[src/rtl/bcd_pkg.sv]
// Shared constants, FSM encodings and helpers for the digit-serial BCD subtractor.
package bcd_pkg;

    localparam int         DIGIT_W  = 4;
    localparam logic [3:0] BCD_MAX  = 4'd9;
    localparam int         BCD_BASE = 10;

    localparam logic [1:0] IDLE = 2'd0;
    localparam logic [1:0] SUB  = 2'd1;
    localparam logic [1:0] COMP = 2'd2;
    localparam logic [1:0] DONE = 2'd3;

    function automatic logic is_bcd_digit(input logic [3:0] nibble);
        return nibble <= BCD_MAX;
    endfunction

endpackage

[src/rtl/bcd_serial_subtractor_if.sv]
// Operand/result handshake bundle between the subtractor and its producer/consumer.
interface bcd_serial_subtractor_if #(
    parameter int DIGITS = 4
);

    logic                  in_valid;
    logic                  in_ready;
    logic [4*DIGITS-1:0]   a;
    logic [4*DIGITS-1:0]   b;
    logic                  res_valid;
    logic                  res_ready;
    logic [4*DIGITS-1:0]   result;
    logic                  negative;
    logic                  invalid;

    modport master (
        output in_valid, a, b, res_ready,
        input  in_ready, res_valid, result, negative, invalid
    );

    modport slave (
        input  in_valid, a, b, res_ready,
        output in_ready, res_valid, result, negative, invalid
    );

endinterface

[src/rtl/bcd_digit_sub.sv]
// One BCD digit slice: d = x - y - borrow_in, wrapped back into 0..9 with a borrow out.
module bcd_digit_sub
    import bcd_pkg::*;
(
    input  logic [3:0] x,
    input  logic [3:0] y,
    input  logic       borrow_in,
    output logic [3:0] d,
    output logic       borrow_out
);

    logic [4:0] diff;

    // The 5-bit difference spans -10..9, so bit 4 is exactly the "went negative" flag.
    always_comb begin
        diff       = {1'b0, x} - {1'b0, y} - {4'b0000, borrow_in};
        borrow_out = diff[4];
        d          = borrow_out ? diff[3:0] + 4'(BCD_BASE) : diff[3:0];
    end

endmodule

[src/rtl/bcd_serial_subtractor.sv]
// Digit-serial BCD A-B with sign-magnitude result; one shared digit slice walks LSD first,
// then re-walks the result to take the ten's complement when the final borrow says A < B.
module bcd_serial_subtractor
    import bcd_pkg::*;
#(
    parameter int DIGITS = 4
) (
    input  logic                    clk,
    input  logic                    rst_n,
    bcd_serial_subtractor_if.slave  bus
);

    localparam int                W        = DIGIT_W * DIGITS;
    localparam int                IDX_W    = (DIGITS > 1) ? $clog2(DIGITS) : 1;
    localparam logic [IDX_W-1:0]  LAST_IDX = IDX_W'(DIGITS - 1);

    logic [1:0]       state;
    logic [W-1:0]     a_reg;
    logic [W-1:0]     b_reg;
    logic [W-1:0]     result_reg;
    logic [IDX_W-1:0] index;
    logic             borrow;
    logic             check_fail;
    logic             negative_reg;
    logic             invalid_reg;

    logic             inputs_bad;
    logic [3:0]       x_mux;
    logic [3:0]       y_mux;
    logic [3:0]       d;
    logic             borrow_out;

    always_comb begin
        inputs_bad = 1'b0;
        for (int i = 0; i < DIGITS; i++) begin
            if (!is_bcd_digit(bus.a[i*DIGIT_W +: DIGIT_W]) ||
                !is_bcd_digit(bus.b[i*DIGIT_W +: DIGIT_W]))
                inputs_bad = 1'b1;
        end
    end

    // SUB feeds a_i - b_i; COMP feeds 0 - r_i to complement the stored result in place.
    always_comb begin
        x_mux = 4'd0;
        y_mux = result_reg[index*DIGIT_W +: DIGIT_W];
        if (state == SUB) begin
            x_mux = a_reg[index*DIGIT_W +: DIGIT_W];
            y_mux = b_reg[index*DIGIT_W +: DIGIT_W];
        end
    end

    bcd_digit_sub u_digit_sub (
        .x          (x_mux),
        .y          (y_mux),
        .borrow_in  (borrow),
        .d          (d),
        .borrow_out (borrow_out)
    );

    always_ff @(posedge clk or negedge rst_n) begin
        if (!rst_n) begin
            state        <= IDLE;
            a_reg        <= '0;
            b_reg        <= '0;
            result_reg   <= '0;
            index        <= '0;
            borrow       <= 1'b0;
            check_fail   <= 1'b0;
            negative_reg <= 1'b0;
            invalid_reg  <= 1'b0;
        end else begin
            case (state)
                IDLE: begin
                    if (bus.in_valid) begin
                        a_reg        <= bus.a;
                        b_reg        <= bus.b;
                        result_reg   <= '0;
                        index        <= '0;
                        borrow       <= 1'b0;
                        negative_reg <= 1'b0;
                        invalid_reg  <= 1'b0;
                        check_fail   <= inputs_bad;
                        state        <= SUB;
                    end
                end
                SUB: begin
                    // A bad nibble skips the digit walk entirely and reports with a zero result.
                    if (check_fail) begin
                        invalid_reg <= 1'b1;
                        state       <= DONE;
                    end else begin
                        result_reg[index*DIGIT_W +: DIGIT_W] <= d;
                        if (index == LAST_IDX) begin
                            index  <= '0;
                            borrow <= 1'b0;
                            if (borrow_out) begin
                                negative_reg <= 1'b1;
                                state        <= COMP;
                            end else begin
                                state        <= DONE;
                            end
                        end else begin
                            index  <= index + 1'b1;
                            borrow <= borrow_out;
                        end
                    end
                end
                COMP: begin
                    result_reg[index*DIGIT_W +: DIGIT_W] <= d;
                    if (index == LAST_IDX) begin
                        index  <= '0;
                        borrow <= 1'b0;
                        state  <= DONE;
                    end else begin
                        index  <= index + 1'b1;
                        borrow <= borrow_out;
                    end
                end
                DONE: begin
                    if (bus.res_ready)
                        state <= IDLE;
                end
                default: state <= IDLE;
            endcase
        end
    end

    assign bus.in_ready  = (state == IDLE);
    assign bus.res_valid = (state == DONE);
    assign bus.result    = result_reg;
    assign bus.negative  = negative_reg;
    assign bus.invalid   = invalid_reg;

endmodule

[src/flat_wrapper.sv]
// flat-port wrapper written by rule: the top's interface ports become plain ports
module bcd_serial_subtractor_flat import bcd_pkg::*;
#(
    parameter int DIGITS = 4
)
  (clk, rst_n, bus_in_valid, bus_a, bus_b, bus_res_ready, bus_in_ready, bus_res_valid, bus_result, bus_negative, bus_invalid);
  bcd_serial_subtractor_if #(.DIGITS(DIGITS)) bus_i ();
  input  logic clk;
  input  logic rst_n;
  input wire logic [$bits(bus_i.in_valid)-1:0] bus_in_valid;
  input wire logic [$bits(bus_i.a)-1:0] bus_a;
  input wire logic [$bits(bus_i.b)-1:0] bus_b;
  input wire logic [$bits(bus_i.res_ready)-1:0] bus_res_ready;
  output wire logic [$bits(bus_i.in_ready)-1:0] bus_in_ready;
  output wire logic [$bits(bus_i.res_valid)-1:0] bus_res_valid;
  output wire logic [$bits(bus_i.result)-1:0] bus_result;
  output wire logic [$bits(bus_i.negative)-1:0] bus_negative;
  output wire logic [$bits(bus_i.invalid)-1:0] bus_invalid;
  assign bus_i.in_valid = bus_in_valid;
  assign bus_i.a = bus_a;
  assign bus_i.b = bus_b;
  assign bus_i.res_ready = bus_res_ready;
  assign bus_in_ready = bus_i.in_ready;
  assign bus_res_valid = bus_i.res_valid;
  assign bus_result = bus_i.result;
  assign bus_negative = bus_i.negative;
  assign bus_invalid = bus_i.invalid;
  bcd_serial_subtractor #(.DIGITS(DIGITS)) u_core (.clk(clk), .rst_n(rst_n), .bus(bus_i));
endmodule
[config.mk]
export PLATFORM = sky130hd
export DESIGN_NAME = bcd_serial_subtractor_flat
export DESIGN_NICKNAME = d
export VERILOG_FILES = /design/src/rtl/bcd_pkg.sv /design/src/rtl/bcd_serial_subtractor_if.sv /design/src/rtl/bcd_digit_sub.sv /design/src/rtl/bcd_serial_subtractor.sv /design/src/flat_wrapper.sv
export SDC_FILE = /design/constraint.sdc
export NUM_CORES = 1
export LEC_CHECK = 0
export ABC_CLOCK_PERIOD_IN_PS = 3400
export BUFFER_PORTS_ARGS = -buffer_cell sky130_fd_sc_hd__buf_2
export CAP_MARGIN = 30
export CORE_ASPECT_RATIO = 2
export CORE_UTILIZATION = 30
export CTS_CLUSTER_DIAMETER = 150
export DETAILED_ROUTE_END_ITERATION = 8
export GPL_TIMING_DRIVEN = 0
export HOLD_SLACK_MARGIN = 0.03
export PLACE_DENSITY = 0.52
export SLEW_MARGIN = 20
export SYNTH_ARGS = -nofsm -noshare
export SYNTH_HDL_FRONTEND = slang
export SYNTH_SLANG_ARGS = --single-unit
[constraint.sdc]
create_clock -name clk -period 3.4 [get_ports clk]
set_input_delay 0.17 -clock clk [delete_from_list [all_inputs] [get_ports clk]]
set_output_delay 0.17 -clock clk [all_outputs]
set_load 0.05 [all_outputs]
==> impl_results.md, run 1 <==
- Routed Antenna Nets: 0
- Tightest Pin Transition: 739 ps
- Avg Inst Size Synth: 11.8 um2
- Final global-route overflow total: 0
- Gp weighted congestion: 0.916
- Slowest CP cell: mux4_2
- Async S/R FF share, synth: 100%
- Die height: 143 um
- TritonCTS Sinks: 56
- Worst Hold Class: in2reg
- Vias: 2268
- Mapped Area: 2980 um2
- Chip width: 72.4 um
- Worst-path fanout max: 6
- Max Slew Vio Count: 0
- DP Wirelength: 6320 um
- Synthesized Nets: 305
- Clk slew on worst S/H paths: 70 ps
- Final TNS setup: 0 ps
- Diode count: 0
- Fin crit share: 99.1%
- CP Cell Sequence: buf_6 > buf_12 > mux4_2 > nand2_2 > nand2_2 > fa_2 > inv_2 > fa_2 > ha_2 > and2_1 > a211oi_2 > xnor2_2 > o21ai_1
- CP required: 3570 ps
- Worst setup EP type: register
- First-pass GRT wire length: 12700 um
- Final hold vios: 0
- Critical path class: reg2reg
- DR iter-0 viols: 97
- Post-synth EDFFs: 0
- Sequential area share after synthesis: 47.1%
- Root Driver: clkbuf_16
- DR DRC count: 0
- Final WL: 8180 um
- Largest net degree at the start of global routing: 57
- Area delta synth->final: 28.8%
- DP Worst Slack: -670 ps
- Total Die Area: 10300 um2
- R2R setup slack: 30 ps
- Max clock buf depth: 2
- Slew Limit Headroom: 50.7%
- Gr usage total: 17.0%
- Routed len/inst: 17.5 um
- # nets final: 386
- H-tree levels: 2
- Num CTS Buffers: 5
- 1st-pass router iterations: 4
- Tmin final: 3370 ps
- CTS tree: built
- Vias in the first global route: 2402
- Initial antenna violation count: 0
- Startpoint types: register
- Gate Count Post-Synth: 253
- Initial Util: 30.7%
- Share of layout cells above drive strength 1: 45.7%
- Final Worst Setup Slack: 30.9 ps
- Slowest stage delay, CP: 550 ps
- Clock skew: 8.35 ps
- Clk_lat worst skew: 300 ps
- Setup-failing EPs final: 0
- Synthesized flop and latch total: 56
- Status: complete, no violations
- IO buf count: 55
- Netlist cell types: 36
- Worst Path Arrival: 3540 ps
- Layout Utilization: 39.5%
- Total core area: 9700 um2
- Vias per cell: 4.86
- MaxCap Viol Count: 0
- Main synth FF type: dfrtp_1
- Fmax: 297 MHz
- Synthesis Warnings: 0
- Site Rows: 51
- IO Pins: 56
## placed cells by master (no fill, tap or decap), types with 3 or more instances in the layout
cell and n:
buf_2 57, dfrtp_1 56, nand2_1 36, mux2_2 32, o21ai_0 28, buf_4 19, ha_1 12, mux4_2 11
inv_1 7, a21oi_1 5, clkbuf_16 5, nand2b_1 4, nor2_1 4, o21ai_1 4, nand2_2 3, mux2i_1 3
nand4_1 3, nand3_1 3, nor3_1 3
## final cells by class
cell class | instances | area, um2
tap | 132 | 165
multi-input combinational | 179 | 1570
fill | 1008 | 5870
buffer | 8 | 80.1
clock buffer | 8 | 146
timing repair buffer | 74 | 435
sequential | 56 | 1400
inverter | 10 | 37.5
## through the flow
stage / hold WS [ps] / std cells / cell area [um2]
6_report: 108 / 467 / 3830
5_1_grt: 101 / 467 / 3830
4_1_cts: 96.9 / 462 / 3760
3_5_place_dp: 293 / 440 / 3420
3_3_place_gp: 405 / 440 / 3420
2_1_floorplan: -126 / 253 / 2980
## worst paths after layout
path | startpoint | end | cells past startpoint
max in group asynchronous | rst_n | u_core.bus.result[15]$_DFFE_PN0P_ | 2
max | u_core.index[0]$_DFFE_PN0P_ | u_core.bus.result[3]$_DFFE_PN0P_ | 13
min reg2reg | u_core.a_reg[8]$_DFFE_PN0P_ | u_core.a_reg[8]$_DFFE_PN0P_ | 1
max reg2reg | u_core.index[0]$_DFFE_PN0P_ | u_core.bus.result[3]$_DFFE_PN0P_ | 13
min | bus_b[12] | u_core.b_reg[12]$_DFFE_PN0P_ | 2
min in group asynchronous | rst_n | u_core.bus.negative$_DFFE_PN0P_ | 2
## cells in the mapped netlist (all sizes together) (2+ instances only)
cell type / n / area [um2]
and2: 2 / 12.5
mux2i: 5 / 50.1
nor3: 5 / 30.0
buf: 8 / 47.5
mux4: 11 / 248
xnor2: 3 / 26.3
dfrtp: 56 / 1400
nand2: 39 / 146
o21ai: 32 / 160
nand3: 3 / 15.0
ha: 14 / 175
fa: 2 / 40.0
a21oi: 6 / 30.0
mux2: 32 / 360
nand2b: 4 / 25.0
xor2: 3 / 26.3
nand4: 3 / 18.8
inv: 9 / 33.8
nor2: 4 / 15.0
## layer usage
layer  wire (um)  global-route usage [%]  vias up
met3         251                    2.89       20
met4         333                    8.77        0
li1            -                       -     1062
met5           0                       0        -
met1        2770                    16.6     1123
met2        4830                    32.9       63
## worst max-delay path: cells and delay by family (launching register included)
family                     cells  cell delay, ps
adders and majority gates      3             990
DFF                            1             410
muxes                          1             550
buffers and inverters          3             330
xor gates and xnor gates       1             230
and+or+nand+nor                3             320
AOI/OAI and AO/OA              2             400
## cells by family (layout without fill, tap and decap cells)
kind of cell    count (synthesis)  count (layout)  synth area share, %
simple gates                   66              66                 10.9
flops                          56              56                 47.1
mux                            48              48                 22.1
compound gates                 43              43                 8.03
buf+inv                        18             100                 2.86
fa+ha+maj                      16              16                 7.23
xor+xnor                        6               6                 1.77
## repair_timing
| item | in CTS | in global routing |
|---|---|---|
| endpoints found under the setup margin | 15 | 14 |
| resized for setup | 17 | 11 |
| hold endpoints to repair | 56 | 0 |
| hold buffers | 1 | 0 |
| gates cloned | 0 | 0 |
| buffers inserted | 13 | 5 |
| pin swaps | 7 | 11 |
Power of run 1 is not shown: default switching activity piles up to over one toggle a cycle in this logic, so the estimate is an artifact.
==> inputs of run 2 (changes only) <==
Settings changed: PLACE_DENSITY 0.52 to default.
==> run 2 against run 1 <==
Against the previous run: count of clock-buffer cells in the layout shrank 1; clock skew decreased by 1.1 ps; sequential cell count unchanged; die area did not move; critical path depth is 1 higher; non-clock buffer count decreased by 1; wire length fell by 0.51%; maximum frequency up 1.8%; register-to-register slack improved by 60 ps; cell count fell by 0.43%; worst setup slack better by 58 ps; largest cell class unchanged.
==> impl_results.md, run 2 (same netlist as run 1, synthesis figures left out) <==
- Status: complete, no violations
- Top layer in use: met4
- Final WL: 8140 um (-0.51%)
- Worst setup EP type: register
- Vias: 2312 (+1.9%)
- Site Rows: 51 (unchanged)
- Worst Hold Class: in2reg
- RSZ-0062 raised after global routing: true
- Routed len/inst: 17.5 um (about the same)
- Diode count: 0 (unchanged)
- WP depth: 14 (+1)
- CP Cell Sequence: buf_6 > buf_12 > mux4_2 > nand2_2 > nand2_2 > fa_2 > inv_2 > fa_2 > ha_4 > nor3_2 > a211oi_4 > xnor2_2 > buf_6 > o21ai_1
- Worst Path Arrival: 3500 ps (-40 ps)
- M1 WL: 2730 um (-1.3%)
- 1st-pass router iterations: 4 (unchanged)
- Gp weighted congestion: 0.893 (-2.5%)
- Num CTS Buffers: 5 (unchanged)
- DR DRC count: 0 (unchanged)
- Routed Antenna Nets: 0 (unchanged)
- CTS tree: built
- Worst-path fanout max: 6 (unchanged)
- Clock skew: 7.26 ps (-1.09 ps)
- Clk slew on worst S/H paths: 70 ps (about the same)
- Vias per cell: 4.97 (+2.4%)
- Fmax: 302 MHz (+1.8%)
- Gr usage total: 17.2% (+0.13 points)
- Placed cell area: 3420 um2 (unchanged)
- H-tree levels: 2 (unchanged)
- Tightest Pin Transition: 743 ps (+3.59 ps)
- DP Wirelength: 6310 um (-0.14%)
- Die height: 143 um (unchanged)
- Chip width: 72.4 um (unchanged)
- Critical path class: reg2reg
- Max clock buf depth: 2 (unchanged)
- Metal2 WL: 4640 um (-4.0%)
- WHS Path Cells: 2 (unchanged)
- Total Die Area: 10300 um2 (unchanged)
- Clk_lat worst skew: 300 ps (about the same)
- Most frequent cells in the layout: 57 x buf_2, 56 x dfrtp_1, 36 x nand2_1
- Area of the multi-input gates: 1640 um2 (+4.3%)
- Startpoint types: register
- Max Slew Vio Count: 0 (unchanged)
- Worst r2r path cells: 14 (+1)
- Setup-failing EPs final: 0 (unchanged)
- Buf+Inv Stages, Crit Path: 4 (+1)
- Initial Util: 30.7% (unchanged)
- Area delta synth->final: 30.8%
- Vias in the first global route: 2452 (+2.1%)
- Commonest non-fill, non-tap cell in the layout: buf_2
- Slew Limit Headroom: 50.5% (-0.24 points)
- CP required: 3580 ps (about the same)
- MaxCap Viol Count: 0 (unchanged)
- First-pass GRT wire length: 12900 um (+1.9%)
- Register area: 1400 um2 (unchanged)
- # nets final: 385 (-0.26%)
- Total core area: 9700 um2 (unchanged)
- Initial antenna violation count: 0 (unchanged)
- Fillers: 1001 (-0.69%)
- TritonCTS Sinks: 56 (unchanged)
- IO Pins: 56 (unchanged)
- DR iter-0 viols: 100 (+3.1%)
- Fin crit share: 97.4% (-1.7 points)
- Final hold vios: 0 (unchanged)
- Largest net degree at the start of global routing: 57 (unchanged)
- Routed met3 length: 250 um (-0.40%)
- IO buf count: 55 (unchanged)
- CP top delay family: adder cells
- Slowest stage delay, CP: 550 ps (about the same)
- Final global-route overflow total: 0 (unchanged)
- Tmin final: 3310 ps (-58.0 ps)
- Root Driver: clkbuf_16
- Design area: 3890 um2 (+1.5%)
- Share of layout cells above drive strength 1: 46.5% (+0.87 points)
- Slowest CP cell: mux4_2
run 2: cell count changes in the layout (fill, tap and decap cells not counted), sizes merged:
| cell | previous run | this run |
|---|---|---|
| buf | 81 | 80 |
| clkbuf | 8 | 7 |
run 2: layer usage:
metal | GRT usage [%] | vias to the layer above
met1 | 16.3 | 1157
met4 | 11.9 | 0
met3 | 2.61 | 29
met2 | 32.4 | 64
met5 | 0 | -
li1 | - | 1062
run 2: worst paths after layout:
kind	from	endpoint	slack, ps
max in group asynchronous	rst_n	u_core.a_reg[11]$_DFFE_PN0P_	2420
max	u_core.index[0]$_DFFE_PN0P_	u_core.bus.result[3]$_DFFE_PN0P_	90
max reg2reg	u_core.index[0]$_DFFE_PN0P_	u_core.bus.result[3]$_DFFE_PN0P_	90
min in group asynchronous	rst_n	u_core.bus.result[2]$_DFFE_PN0P_	480
min reg2reg	u_core.b_reg[5]$_DFFE_PN0P_	u_core.b_reg[5]$_DFFE_PN0P_	500
min	bus_b[12]	u_core.b_reg[12]$_DFFE_PN0P_	100
run 2: repair_timing:
action / 4_1_cts / 5_1_grt
setup buffers: 9 / 8
hold buffers: 1 / 0
endpoints found under the hold margin: 56 / 0
gates resized for setup: 20 / 17
pin swaps: 5 / 6
endpoints found under the setup margin: 15 / 14
run 2: stage by stage:
stage / setup slack (ps) / setup TNS (ps) / hold slack, ps / util, % / instances
4_1_cts: 40.5 / 0 / 100 / 38.5 / 457
3_3_place_gp: -549 / -5870 / 406 / 35.2 / 440
3_5_place_dp: -647 / -6750 / 278 / 35.3 / 440
2_1_floorplan: 78.2 / 0 / -126 / - / 253
6_report: 88.9 / 0 / 99.4 / 40.1 / 465
5_1_grt: -18.5 / -44.1 / 95.2 / 40.1 / 465
run 2: layout make-up:
type	count	share of cell area, %
multi-input cells	179	42.0
flip-flops and latches	56	36.0
repair buffers	73	10.8
well taps	132	4.24
clock buffers	7	3.92
plain buffers	8	2.06
inverters	10	0.965
run 2: worst reg2reg max path: stages, from the launching register on:
cell,delay [ps]
dfrtp_1,400
buf_6,130
buf_12,120
mux4_2,550
nand2_2,110
nand2_2,70
fa_2,350
inv_2,80
fa_2,460
ha_4,180
nor3_2,250
a211oi_4,80
xnor2_2,180
buf_6,140
o21ai_1,80
Power of run 2 is left out for the same reason.
